<file path="config.mk">
export PLATFORM = sky130hd
export DESIGN_NAME = data_mem_ctrl
export DESIGN_NICKNAME = d
export VERILOG_FILES = /design/src/rtl/data_mem_ctrl.sv
export SDC_FILE = /design/constraint.sdc
export NUM_CORES = 2
export LEC_CHECK = 0
export CAP_MARGIN = 10
export CORE_UTILIZATION = 60
export CTS_CLUSTER_SIZE = 25
export DETAILED_ROUTE_END_ITERATION = 10
export PLACE_DENSITY_LB_ADDON = 0.05
export SLEW_MARGIN = 20
export SYNTH_ARGS = -nofsm -noshare
export SYNTH_HDL_FRONTEND = slang
export SYNTH_SLANG_ARGS = --single-unit
</file>
<file path="constraint.sdc">
create_clock -name clk -period 13.75 [get_ports clk]
set_input_delay 1.375 -clock clk [delete_from_list [all_inputs] [get_ports clk]]
set_output_delay 1.375 -clock clk [all_outputs]
set_load 0.1 [all_outputs]
</file>
<file path="src/rtl/data_mem_ctrl.sv">
// Clocked RV32 data memory: valid/ready request port, one-cycle response,
// byte/half/word access with extension, error detection and a zero sweep after reset.
module data_mem_ctrl #(
  parameter int ADDR_WIDTH = 9,
  parameter int DEPTH      = 128,
  parameter bit INIT_CLEAR = 1'b1
) (
  input  logic                  clk,
  input  logic                  reset,
  input  logic                  req_valid,
  output logic                  req_ready,
  input  logic                  req_write,
  input  logic [2:0]            req_funct3,
  input  logic [ADDR_WIDTH-1:0] req_addr,
  input  logic [31:0]           req_wdata,
  output logic                  rsp_valid,
  output logic [31:0]           rsp_rdata,
  output logic                  rsp_err,
  output logic                  init_done
);

  localparam int IW = (DEPTH > 1) ? $clog2(DEPTH) : 1;
  localparam logic [ADDR_WIDTH-2:0] DEPTH_L = (ADDR_WIDTH-1)'(DEPTH);
  localparam logic [IW-1:0] LAST_PTR = IW'(DEPTH - 1);

  localparam logic [1:0] S_INIT = 2'd0;
  localparam logic [1:0] S_IDLE = 2'd1;
  localparam logic [1:0] S_RESP = 2'd2;

  logic [1:0]    state_reg, state_next;
  logic [IW-1:0] init_ptr_reg;
  logic          init_done_reg;
  logic          err_reg;
  logic          load_reg;
  logic [2:0]    funct3_reg;
  logic [1:0]    off_reg;
  logic [31:0]   rd_word_reg;
  logic [31:0]   mem [DEPTH];

  logic [ADDR_WIDTH-3:0] word_idx;
  logic [IW-1:0]         mem_idx;
  logic [1:0]            off;
  logic [1:0]            size;
  logic                  accept;
  logic                  req_err;
  logic                  store_en;
  logic                  load_en;
  logic                  sweep_en;
  logic [3:0]            st_be;
  logic [31:0]           st_lane;
  logic [31:0]           shifted;
  logic [31:0]           ld_ext;

  assign word_idx = req_addr[ADDR_WIDTH-1:2];
  assign mem_idx  = word_idx[IW-1:0];
  assign off      = req_addr[1:0];
  assign size     = req_funct3[1:0];
  assign accept   = (state_reg == S_IDLE) && req_valid;
  assign sweep_en = (state_reg == S_INIT);

  assign req_err = (size == 2'b11)
                 || (req_write && req_funct3[2])
                 || ((size == 2'b01) && off[0])
                 || ((size == 2'b10) && (off != 2'b00))
                 || ({1'b0, word_idx} >= DEPTH_L);

  assign store_en = accept && req_write && !req_err;
  assign load_en  = accept && !req_write && !req_err;

  // Per-lane byte enable and replicated store data; the enable picks the lane.
  generate
    for (genvar gi = 0; gi < 4; gi++) begin : g_lane
      localparam logic [1:0] LANE = 2'(gi);
      assign st_be[gi] = (size == 2'b10)
                      || ((size == 2'b01) && (off[1] == LANE[1]))
                      || ((size == 2'b00) && (off == LANE));
      assign st_lane[8*gi +: 8] = (size == 2'b10) ? req_wdata[8*gi +: 8] :
                                  (size == 2'b01) ? req_wdata[8*(gi%2) +: 8] :
                                                    req_wdata[7:0];
    end
  endgenerate

  // Array port kept free of the async reset so it maps onto block RAM.
  always_ff @(posedge clk) begin
    if (!reset) begin
      if (sweep_en) begin
        mem[init_ptr_reg] <= '0;
      end else if (store_en) begin
        for (int i = 0; i < 4; i++) begin
          if (st_be[i]) mem[mem_idx][8*i +: 8] <= st_lane[8*i +: 8];
        end
      end
      if (load_en) rd_word_reg <= mem[mem_idx];
    end
  end

  always_comb begin
    state_next = state_reg;
    case (state_reg)
      S_INIT:  if (init_ptr_reg == LAST_PTR) state_next = S_IDLE;
      S_IDLE:  if (req_valid) state_next = S_RESP;
      S_RESP:  state_next = S_IDLE;
      default: state_next = S_IDLE;
    endcase
  end

  always_ff @(posedge clk or posedge reset) begin
    if (reset) begin
      state_reg     <= INIT_CLEAR ? S_INIT : S_IDLE;
      init_ptr_reg  <= '0;
      init_done_reg <= !INIT_CLEAR;
      err_reg       <= 1'b0;
      load_reg      <= 1'b0;
      funct3_reg    <= 3'b000;
      off_reg       <= 2'b00;
    end else begin
      state_reg <= state_next;
      if (sweep_en) begin
        init_ptr_reg <= init_ptr_reg + 1'b1;
        if (init_ptr_reg == LAST_PTR) init_done_reg <= 1'b1;
      end
      if (accept) begin
        err_reg    <= req_err;
        load_reg   <= load_en;
        funct3_reg <= req_funct3;
        off_reg    <= off;
      end
    end
  end

  assign shifted = rd_word_reg >> {off_reg, 3'b000};

  always_comb begin
    ld_ext = shifted;
    case (funct3_reg[1:0])
      2'b00:   ld_ext = funct3_reg[2] ? {24'b0, shifted[7:0]}
                                      : {{24{shifted[7]}}, shifted[7:0]};
      2'b01:   ld_ext = funct3_reg[2] ? {16'b0, shifted[15:0]}
                                      : {{16{shifted[15]}}, shifted[15:0]};
      default: ld_ext = shifted;
    endcase
  end

  assign req_ready = (state_reg == S_IDLE);
  assign rsp_valid = (state_reg == S_RESP);
  assign rsp_err   = rsp_valid && err_reg;
  assign rsp_rdata = (rsp_valid && load_reg) ? ld_ext : 32'h0;
  assign init_done = init_done_reg;

endmodule

</file>
-- Word-level counts from Yosys, hierarchy flattened
Memory sizes are Yosys's and may differ from the RTL's. A register that Yosys moved wholly into a read port is not among the register bits.
Cells that the tools add are included.
- register bits after elaboration: 17
- RAM bits: 4096
- input bits: 48
- output and inout port bits: 36
- logic and storage cells: 97
- memories kept: 1
- memories (memory ; depth ; bits a word ; read ports ; clocked after Yosys merged registers in ; write ports ; RTL line ; text):
    mem ; 128 ; 32 ; 1 ; 1 ; 1 ; 38 ; logic [31:0] mem [DEPTH];
- $add $sub $neg: 1
- equal/unequal tests: 12
- shifts and indexed selects: 1
- muxes and demuxes: 37
- bitwise logic cells: 2
- reduce and logical (&&, ||, !) cells: 36
- operators with widths (operator ; number):
    two-way mux 32 bit ; 4
    one-hot mux 32 bit (2 select lines) ; 1
    two-way mux 8 bit ; 4
    OR reduction 32 bit ; 1
    >> shifter 32 x 5 -> 32 bit ; 1
    two-way mux 1 bit ; 23
    logical AND 1 bit ; 16
    == test 2 bit, second input constant ; 5
    logical OR 1 bit ; 9
    == test 2 x 1 -> 1 bit, second input constant ; 4
    logical NOT 2 bit ; 4
    adder 7 x 1 -> 7 bit, second input constant ; 1
    == test 7 bit, second input constant ; 1
    two-way mux 7 bit ; 1
    AND reduction 2 bit ; 3
    two-way mux 2 bit ; 2
    two-way mux 4 bit ; 1
    one-hot mux 2 bit (2 select lines) ; 1
    logical NOT 1 bit ; 2
    != test 2 x 1 -> 1 bit, second input constant ; 1
    != test 2 bit, second input constant ; 1
    inverter 1 bit ; 2
    nonzero test 2 bit ; 1

-- Depth between registers and ports, before layout
- depth after elaboration: 12
- gate-level depth with buffers: 10
- depth with buffers taken out: 7

-- Worst setup path before layout
No wires, ideal clock.
- path type: register to register
- from: register state_reg[1]
- to: memory mem[0][30] (data pin)
- setup time: 1.230 ns
- arrival time: 8.443 ns
- required time: 12.520 ns
- setup slack: 4.078 ns
- cell stages (with the launch flop): 10
- path buffers: 3
- clock period less this slack: 9.672 ns
- path through: dfrtp_1 > nor2b_1 > nand2_1 > inv_2 > and4_1 > clkbuf_1 > clkbuf_1 > nand2_1 > clkbuf_1 > a211oi_1
- longest elaborated chain between the ends: 10
- elaborated cells between the ends (all ways): 23
- classes of those cells: eq/ne (1); mux (17); reduce/logical (5)
- ends and longest elaborated chain (item ; RTL line ; text):
    start, declared ; 30 ; logic [1:0] state_reg, state_next;
    start signal, assigned ; 109 ; state_reg <= INIT_CLEAR ? S_INIT : S_IDLE;
    start signal, assigned ; 117 ; state_reg <= state_next;
    == test 2 x 1 -> 1 bit * ; -- ;
    via req_ready ; 11 ; output logic req_ready,
    logical AND 1 bit * ; 58 ; assign accept = (state_reg == S_IDLE) && req_valid;
    logical AND 1 bit * (2 in a row) ; 67 ; assign store_en = accept && req_write && !req_err;
    two-way mux 1 bit ; 88 ; end else if (store_en) begin
    two-way mux 1 bit ; 86 ; if (sweep_en) begin
    two-way mux 1 bit ; 85 ; if (!reset) begin
    two-way mux 1 bit (implied by the code) ; 90 ; if (st_be[i]) mem[mem_idx][8*i +: 8] <= st_lane[8*i +: 8];
    OR reduction 32 bit (no line) * ; -- ;
    two-way mux 32 bit (no line) * ; -- ;
    end, declared ; 38 ;
Mark *: on every way through the listed nets, which the timed path passes. The rest lies on a longest branch.

-- Worst setup path in the final report
- from: register rd_word_reg[31], read port of mem
- to: output rsp_rdata[28]
- longest elaborated chain between the ends: 4
- elaborated cells between the ends (all ways): 5
- classes of those cells: shift (1); mux (4)
- ends and longest elaborated chain (item ; RTL line ; text):
    start, declared ; 37 ; logic [31:0] rd_word_reg;
    >> shifter 32 x 5 -> 32 bit * ; 131 ; assign shifted = rd_word_reg >> {off_reg, 3'b000};
    two-way mux 32 bit, on equally long branches ; 138, 136 ;
    one-hot mux 32 bit (2 select lines) * ; 135 ; case (funct3_reg[1:0])
    two-way mux 32 bit * ; 147 ; assign rsp_rdata = (rsp_valid && load_reg) ? ld_ext : 32'h0;
    end, declared ; 17 ; output logic [31:0] rsp_rdata,
Every way passes the cells marked *; elsewhere a longest branch is shown, timed or not.

==> results.toml <==
[place]
dp_hpwl_um = 227000
dpl_worst_slack_ns = 7.02
gp_congestion = 0.809
port_buffers = 83
dpl_cell_area_sq_mm = 0.167

[clock_network]
cts_buffers = 403
cts_sinks = 4145
insertion_delay_ns = 0.94
path_clk_slew_ns = 0.06
clockBufferDepth = 4
postCtsSetupBuffers = 0
cts_resized = 0
cts_root_buf = "clkbuf_16"
cts-hold-fix-buffers = 0
cts_tree = "built"
htreeDepth = 5

[logic_synthesis]
synth_xor_area_share_pct = 0.0490
synth_compound_area_share_pct = 0.600
synth.area.mux_share_pct = 19.2
synthAdderAreaFrac_pct = 0.00778
yosysSeqAreaShare_pct = 77.3
synthSimpleGateAreaFrac_pct = 1.72
synth_seq_cells = 4145
synth_cell_types = 43
yosysWarnings = 0
synth_edf_count = 4128
netlist_instances = 6838
synth_top_family_by_area = "multiplexers"
synth_flop_cell = "edfxtp_1"
synth_nets = 6887
syn-cell-area_sq_mm = 0.161
avgSynthCellArea_sq_um = 23.5
postSynth.asyncResetShare_pct = 0.410

[finish]
finish.utilization_pct = 67.6
finalInstanceArea_sq_mm = 0.180
drive_above_1_share_pct = 30.0
multiInputGateArea_sq_mm = 0.0356
layout_commonest_cell = "edfxtp_1"
seqCellArea_sq_mm = 0.124
syn_to_final_growth_pct = 11.6
nets = 7109
final_cell_mix = "edfxtp_1 (4128), mux4_2 (1345), nor2_1 (527)"
largest_reg_flops = 4096
fillers = 16500

[setup_path]
cp-end-kind = "primary output"
critPathKind = "flop to primary output"
cp_max_fo = 16
critPathArrivalTime_ns = 4.43
critPathLaunchType = "flop"
crit_required_ns = 12.38

[pwr]
vdd_ir_drop_max_uv = 138
power.leakage_nw = 59.8
powerDensity_mw_per_mm2 = 147

[floorplan]
dieArea_sq_mm = 0.270
die_h_um = 520
rows = 189
dieWidth_um = 520
initial_utilization_pct = 60.5
core_sq_mm = 0.266
num_io_pins = 84

[timing]
fin_crit_sh_pct = 42.2
finalHoldViolCount = 0
fin_setup_tns_ns = 0
clock.fmax_mhz = 172
layout_setup_ws_ns = 7.95
setup_viol = 0
final.min_clock_period_ns = 5.80
worst_slew_pin_slew_ns = 1.18
slew_headroom_pct = 21.4
skew_ns = 0.0421
slew_violations = 0
rsz0062_at_grt = "no"

[route]
vias = 74300
wl_per_cell_um = 35.0
viasPerCell = 6.80
drt-initial-drc-count = 8958
remaining_drc_errors = 0
drtPass1Iterations = 6
ant_nets = 0
wirelength_um = 382000

[grt]
grt.overflow.total = 0
grt_max_degree = 157
grt_util_all_layers_pct = 28.7
antenna_found_initial = 20
grt_first_pass_wirelength_um = 549000
grt_pass1_vias = 74000

[min_path]
hold_path.class = "flop to flop"

[run]
drv_cap = 0

[outcome]
run_status = "finished, final reports clean"
## report_power, final
part	switching, W	total [W]	internal, W
clock	0.00461	0.0108	0.00622
combinational	0.00116	0.00175	0.000589
sequential	0.0000652	0.0139	0.0138
total	0.00583	0.0265	0.0206
## metrics by stage
stage               hold WS (ns)  total power (W)  cells
floorplan                  0.442           0.0152   6838
global placement           0.472           0.0159  10200
detailed placement         0.473           0.0159  10200
CTS                        0.486           0.0266  10900
global route               0.506           0.0271  10900
finish                     0.490           0.0265  10900
## layout make-up
type / count / share of cell area, %
sequential: 4145 / 69.3
multi-input combinational: 2263 / 19.8
clock buffer: 504 / 6.01
tap: 3533 / 2.46
timing repair buffer: 242 / 1.25
clock inverter: 228 / 1.16
antenna: 13 / 0.0181
inverter: 5 / 0.0105
## cell families after synthesis
kind of cell	count (synthesis)
DFF	4145
muxes	1405
and+or+nand+nor	689
buffers and inverters	430
AOI/OAI and AO/OA	159
xor gates and xnor gates	9
adders and majority gates	1
## synthesized netlist by cell type, types with 6 or more instances
library cell	instances	share of area, %
o21ai_0	12	0.037
nand2b_1	6	0.023
a21oi_1	45	0.14
a211oi_1	33	0.15
o21ai_1	24	0.075
buf_2	90	0.28
mux2_2	35	0.24
clkbuf_1	283	0.66
mux4_2	1345	19
nand2_1	89	0.21
o22ai_1	26	0.10
mux2i_1	25	0.16
o21a_1	9	0.042
nor2_1	528	1.2
xnor2_1	6	0.033
dfrtp_1	17	0.26
nor3_1	8	0.025
and3_1	9	0.035
buf_1	50	0.12
edfxtp_1	4128	77
nor2b_1	21	0.082
## metal layers
metal	GRT usage (%)	vias to the layer above	wire, um
met5	0	-	0
met4	7.36	0	11100
met3	4.48	520	34700
met2	44.4	3804	183000
met1	43.9	40300	153000
li1	-	29700	-
## worst max-delay path, stage by stage, from the launching register on
cell and delay, ns:
edfxtp_1 0.77, mux2i_1 0.23, mux4_2 0.49, nor2_1 0.17, o21bai_1 0.32, a21oi_1 0.32
clkdlybuf4s50_1 1.18
## worst paths after layout
| check | end | startpoint | cells past startpoint | slack, ns |
|---|---|---|---|---|
| setup / recovery | rsp_rdata[28] | rd_word_reg[31]$_DFFE_PP_ | 6 | 7.95 |
| hold / removal | load_reg$_DFFE_PP0N_ | load_reg$_DFFE_PP0N_ | 2 | 0.49 |
| setup reg to reg | mem[113][15]$_DFFE_PP_ | state_reg[0]$_DFFE_PP0P_ | 8 | 8.29 |
| hold reg to reg | load_reg$_DFFE_PP0N_ | load_reg$_DFFE_PP0N_ | 2 | 0.49 |
| max in group asynchronous | load_reg$_DFFE_PP0N_ | reset | 2 | 12.16 |
| min in group asynchronous | state_reg[0]$_DFFE_PP0P_ | reset | 2 | 1.11 |
(Power assumes the default switching activity.)
